**src/rtl/next_pc_unit.sv**
```systemverilog
// next_pc_unit
// Back end of the fetch PC loop. Produces the value the fetch-stage PC
// register loads each cycle. It resolves branch, jump and jr/jalr
// redirects for the instruction in decode, using MIPS single-delay-slot
// semantics. A redirect resolved while fetch is stalled is held in a
// pending register and released when the stall ends.
//
// Ports:
//   clk                  system clock, rising edge
//   reset                asynchronous active-high reset
//   pc_seq_in            fetch-stage PC+4
//   fetch_stall_in       fetch PC register not loading this cycle
//   dec_valid_in         decode holds a real instruction
//   dec_instr_in         instruction in decode
//   dec_pc_seq_in        decode instruction's PC+4 (delay-slot address)
//   branch_taken_in      condition result for conditional branches
//   rs_value_in          forwarded rs value for jr/jalr
//   next_pc_out          next PC for the fetch stage
//   redirect_pending_out a redirect is held in the pending register
//   in_delay_slot_out    decode instruction is a delay slot
//   ds_ctrl_err_out      one-cycle pulse: control transfer in a delay slot
//   redirect_count_out   saturating count of redirects taken
module next_pc_unit #(
  parameter logic [31:0] RESET_VECTOR = 32'h00400000,
  parameter int          CNT_W        = 16
) (
  input  logic             clk,
  input  logic             reset,
  input  logic [31:0]      pc_seq_in,
  input  logic             fetch_stall_in,
  input  logic             dec_valid_in,
  input  logic [31:0]      dec_instr_in,
  input  logic [31:0]      dec_pc_seq_in,
  input  logic             branch_taken_in,
  input  logic [31:0]      rs_value_in,
  output logic [31:0]      next_pc_out,
  output logic             redirect_pending_out,
  output logic             in_delay_slot_out,
  output logic             ds_ctrl_err_out,
  output logic [CNT_W-1:0] redirect_count_out
);

  typedef enum logic [0:0] {
    ST_RUN  = 1'b0,
    ST_PEND = 1'b1
  } state_t;

  state_t           state_r;
  state_t           state_nxt_s;
  logic             first_r;
  logic [31:0]      pend_target_r;
  logic             in_ds_r;
  logic             ds_err_r;
  logic [CNT_W-1:0] count_r;

  logic [5:0]  opcode_s;
  logic [5:0]  funct_s;
  logic        is_br_s;
  logic        is_j_s;
  logic        is_jr_s;
  logic        ctl_s;
  logic        redirect_s;
  logic [31:0] br_offset_s;
  logic [31:0] target_s;
  logic        capture_s;
  logic        count_inc_s;
  logic [31:0] fsm_pc_s;

  assign opcode_s = dec_instr_in[31:26];
  assign funct_s  = dec_instr_in[5:0];

  // Instruction class decode for the instruction in decode.
  always_comb begin
    is_br_s = ((opcode_s >= 6'h04) && (opcode_s <= 6'h07)) || (opcode_s == 6'h01);
    is_j_s  = (opcode_s == 6'h02) || (opcode_s == 6'h03);
    is_jr_s = (opcode_s == 6'h00) && ((funct_s == 6'h08) || (funct_s == 6'h09));
  end

  assign ctl_s = dec_valid_in & (is_br_s | is_j_s | is_jr_s);

  // A transfer sitting in a delay slot is ignored. Nothing is issued in the
  // first post-reset cycle, because that cycle always fetches RESET_VECTOR.
  assign redirect_s = ctl_s & ~in_ds_r & ~first_r &
                      (is_j_s | is_jr_s | (is_br_s & branch_taken_in));

  assign br_offset_s = {{14{dec_instr_in[15]}}, dec_instr_in[15:0], 2'b00};

  // Redirect target selection; additions wrap modulo 2^32.
  always_comb begin
    target_s = dec_pc_seq_in + br_offset_s;
    if (is_jr_s) begin
      target_s = rs_value_in;
    end else if (is_j_s) begin
      target_s = {dec_pc_seq_in[31:28], dec_instr_in[25:0], 2'b00};
    end else begin
      target_s = dec_pc_seq_in + br_offset_s;
    end
  end

  // FSM next state and PC selection.
  always_comb begin
    state_nxt_s = state_r;
    capture_s   = 1'b0;
    fsm_pc_s    = pc_seq_in;
    case (state_r)
      ST_RUN: begin
        if (redirect_s) begin
          if (fetch_stall_in) begin
            // Fetch will ignore this cycle's value, so hold the target.
            state_nxt_s = ST_PEND;
            capture_s   = 1'b1;
            fsm_pc_s    = pc_seq_in;
          end else begin
            state_nxt_s = ST_RUN;
            fsm_pc_s    = target_s;
          end
        end else begin
          state_nxt_s = ST_RUN;
          fsm_pc_s    = pc_seq_in;
        end
      end
      ST_PEND: begin
        fsm_pc_s = pend_target_r;
        if (!fetch_stall_in) begin
          state_nxt_s = ST_RUN;
        end else begin
          state_nxt_s = ST_PEND;
        end
      end
      default: begin
        state_nxt_s = ST_RUN;
        fsm_pc_s    = pc_seq_in;
      end
    endcase
  end

  // A redirect is counted once: either when it is issued or when it is captured.
  assign count_inc_s = redirect_s & (state_r == ST_RUN);

  // FSM state, first-cycle flag and pending target.
  always_ff @(posedge clk or posedge reset) begin
    if (reset) begin
      state_r       <= ST_RUN;
      first_r       <= 1'b1;
      pend_target_r <= 32'h00000000;
    end else begin
      state_r <= state_nxt_s;
      first_r <= 1'b0;
      if (capture_s) begin
        pend_target_r <= target_s;
      end
    end
  end

  // Delay-slot tracking: it only advances on edges where fetch accepts.
  // A transfer found in a slot clears the flag instead of re-arming it.
  always_ff @(posedge clk or posedge reset) begin
    if (reset) begin
      in_ds_r  <= 1'b0;
      ds_err_r <= 1'b0;
    end else if (!fetch_stall_in) begin
      ds_err_r <= ctl_s & in_ds_r;
      in_ds_r  <= in_ds_r ? 1'b0 : ctl_s;
    end else begin
      ds_err_r <= 1'b0;
    end
  end

  // Saturating taken-redirect counter.
  always_ff @(posedge clk or posedge reset) begin
    if (reset) begin
      count_r <= {CNT_W{1'b0}};
    end else if (count_inc_s && (count_r != {CNT_W{1'b1}})) begin
      count_r <= count_r + {{(CNT_W-1){1'b0}}, 1'b1};
    end
  end

  assign next_pc_out          = first_r ? RESET_VECTOR : fsm_pc_s;
  assign redirect_pending_out = (state_r == ST_PEND);
  assign in_delay_slot_out    = in_ds_r;
  assign ds_ctrl_err_out      = ds_err_r;
  assign redirect_count_out   = count_r;

endmodule

```
**config.mk**
```make
export PLATFORM = sky130hd
export DESIGN_NAME = next_pc_unit
export DESIGN_NICKNAME = d
export VERILOG_FILES = /design/src/rtl/next_pc_unit.sv
export SDC_FILE = /design/constraint.sdc
export NUM_CORES = 1
export LEC_CHECK = 0
export BUFFER_PORTS_ARGS = -buffer_cell sky130_fd_sc_hd__buf_2
export CAP_MARGIN = 10
export CORE_UTILIZATION = 40
export CTS_BUF_LIST = sky130_fd_sc_hd__clkbuf_4 sky130_fd_sc_hd__clkbuf_8 sky130_fd_sc_hd__clkbuf_16
export CTS_CLUSTER_SIZE = 14
export DETAILED_ROUTE_END_ITERATION = 10
export PLACE_DENSITY = 0.75
export SLEW_MARGIN = 0
export SYNTH_ARGS = -nofsm -noshare
export SYNTH_HDL_FRONTEND = slang
export SYNTH_SLANG_ARGS = --single-unit
```
**constraint.sdc**
```tcl
create_clock -name clk -period 4.65 [get_ports clk]
set_clock_uncertainty 0.15 [all_clocks]
set_input_delay 0.6975 -clock clk [delete_from_list [all_inputs] [get_ports clk]]
set_output_delay 0.6975 -clock clk [all_outputs]
set_load 0.02 [all_outputs]
```
==> metrics <==
antenna violations before repair=1; RSZ-0062 raised after global routing=no; crit path time final=4.44 ns; Syn Area/Cell=7.44 µm²; Highest Clock Rate=225 MHz; CTS Sinks=52; Final Max Tran Viols=0; leakage power=3.09 nW; area delta synth->final=25.8%; design area=6320 µm²; Final ANT Viol Nets=0; Worst-Skew Late Latency=0.29 ns; total number of vias=5802; Initial DRC Count=421; CP Class=primary input to output port; drt wl/cell=16.2 µm; final hold violations=0; clk buf depth=2; Initial Utilization=0.415; endpoints failing setup=0; worst path arrival time=3.60 ns; Critical Path End Type=output port; die height=114 µm; clock root buffer=clkbuf_16; 1st-pass router iterations=5; status=completed; area leader, netlist=dfrtp_1; Placed Area=6160 µm²; vias in the first global route=5331; area of the multi-input gates=3520 µm²; VDD IR max=136 µV; CTS tree=built; post-synthesis cell area=5030 µm²; Residual DRC=0; Synth top area share=0.254; commonest cells in the netlist=nand2_1 (89), o21ai_0 (88), a21oi_1 (66); number of port buffers=183; die area=13000 µm²; die width=114 µm; Final TNS setup=0 ns; TritonCTS Buffers=5; WP data required=3.80 ns; post-synthesis sequential area ratio=0.259; GPL Wtd Cong=0.965; GRT Residual Overflow=0; largest cells by area after synthesis=dfrtp_1 (25%), o21ai_0 (8.8%), ha_1 (7.5%); Synth Register Bits=52; nature of the critical path startpoint=primary input; nets=1011; pin count of the biggest net entering global routing=53; cell row count=40; number of H-tree levels=2; EDFF count, synth=0; Async S/R FF share, synth=1.00; Avg Vias per Cell=5.71; worst slew pin tran=0.727 ns; routed wire length=16.5 mm; Gate Count Post-Synth=676; slew margin rel.=0.511; Yosys cell types=63; worst min path class=flip-flop to flip-flop; layout cells sized above 1=0.276; fillers=1234; HPWL Detailed=13.0 mm; global-route wire length before repair=25.8 mm; # IOs=184; Syn Nets=840; Clock transition at path regs=0.07 ns; crit path max fanout=3; Yosys Warn Count=0; register area=1300 µm²; core area=12100 µm²; Max-Cap Viols=0; P per Cell Area=243 nW/µm²; Total GRT Usage=0.250; Main synth FF type=dfrtp_1; Final Total Pwr=1.53 mW; period utilization=0.956; most frequent cell after synthesis=nand2_1
[final cells by class]
cell class              instances  share of cell area
diodes                          1            0.000396
clock inverters                 3             0.00435
well taps                     168              0.0332
flip-flops and latches         52               0.206
inverters                      21              0.0125
clock buffers                   5              0.0198
repair buffers                202               0.167
multi-input cells             565               0.556
[logic make-up after synthesis]
group | share of synthesized area
AND/OR/NAND/NOR | 0.218
AO/OA/AOI/OAI | 0.314
adder cells (fa/ha/maj) | 0.0787
XOR/XNOR | 0.0645
other | 0.000746
flip-flops | 0.259
multiplexers | 0.0199
buffers and inverters | 0.0446
[critical path, stage by stage]
cell and delay, ns:
buf_2 0.09, ha_1 0.20, inv_1 0.07, fa_1 0.40
nor2b_2 0.15, o2111ai_1 0.17, a21oi_2 0.23, o2111ai_1 0.18
a21oi_2 0.28, buf_4 0.16, a31oi_1 0.09, xor2_1 0.14
o21ai_0 0.12, buf_4 0.17, a221o_1 0.30, buf_2 0.16
[per-stage QoR]
stage | setup WS (ns) | utilization | hold WS (ns) | std cells
2_1_floorplan | 0.355 | - | 0.295 | 676
3_3_place_gp | 0.225 | 0.508 | 0.306 | 1008
3_5_place_dp | 0.108 | 0.508 | 0.317 | 1008
4_1_cts | 0.101 | 0.521 | 0.334 | 1016
5_1_grt | 0.0239 | 0.522 | 0.358 | 1017
6_report | 0.205 | 0.522 | 0.332 | 1017
[cell usage in the layout (no fill, tap or decap), drive strengths merged, types with 12 or more instances in the layout]
cell type  Yosys  final
a211oi        12     12
a21oi         67     67
and3          20     20
buf            5    202
dfrtp         51     51
ha            30     30
inv           21     22
nand2         89     89
nand3         19     19
nor2          55     55
o21ai         88     88
xnor2         23     23
xor2          14     14
[metal layers]
layer  part of all wire  global-route usage  up-vias
li1                   -                   -     2829
met1               0.46               0.355     2665
met2               0.44               0.396      280
met3              0.077              0.0302       28
met4              0.021              0.0771        0
met5                  0                   0        -
[final timing paths]
kind                            slack [ns]  depth (start not counted)           endpoint              start
worst min-delay path                  0.33                          2  pend_target_r[12]  pend_target_r[12]
max in group asynchronous             3.48                          3   pend_target_r[3]              reset
min in group asynchronous             0.43                          3  pend_target_r[19]              reset
worst max-delay path                  0.21                         16    next_pc_out[28]    dec_instr_in[0]
worst max register to register        2.24                          6  pend_target_r[25]            first_r
worst min register to register        0.33                          2  pend_target_r[12]  pend_target_r[12]
[sequential cells by signal (all words and copies together), names as in the netlist]
name                  flops
redirect_pending_out      1
ds_ctrl_err_out           1
redirect_count_out       16
in_delay_slot_out         1
pend_target_r            32
first_r                   1
[repair_timing]
action / 4_1_cts / 5_1_grt
resized for setup: 0 / 3
hold buffers: 0 / 0
setup buffers: 0 / 0
endpoints found under the setup margin: 0 / 5
[power by group]
part / switching [mW] / leakage, nW / internal (mW)
registers: 0.0456 / 0.688 / 0.517
clock network: 0.177 / 0.0719 / 0.204
logic: 0.346 / 2.33 / 0.244
No activity file was read; power rests on OpenSTA's default activity.
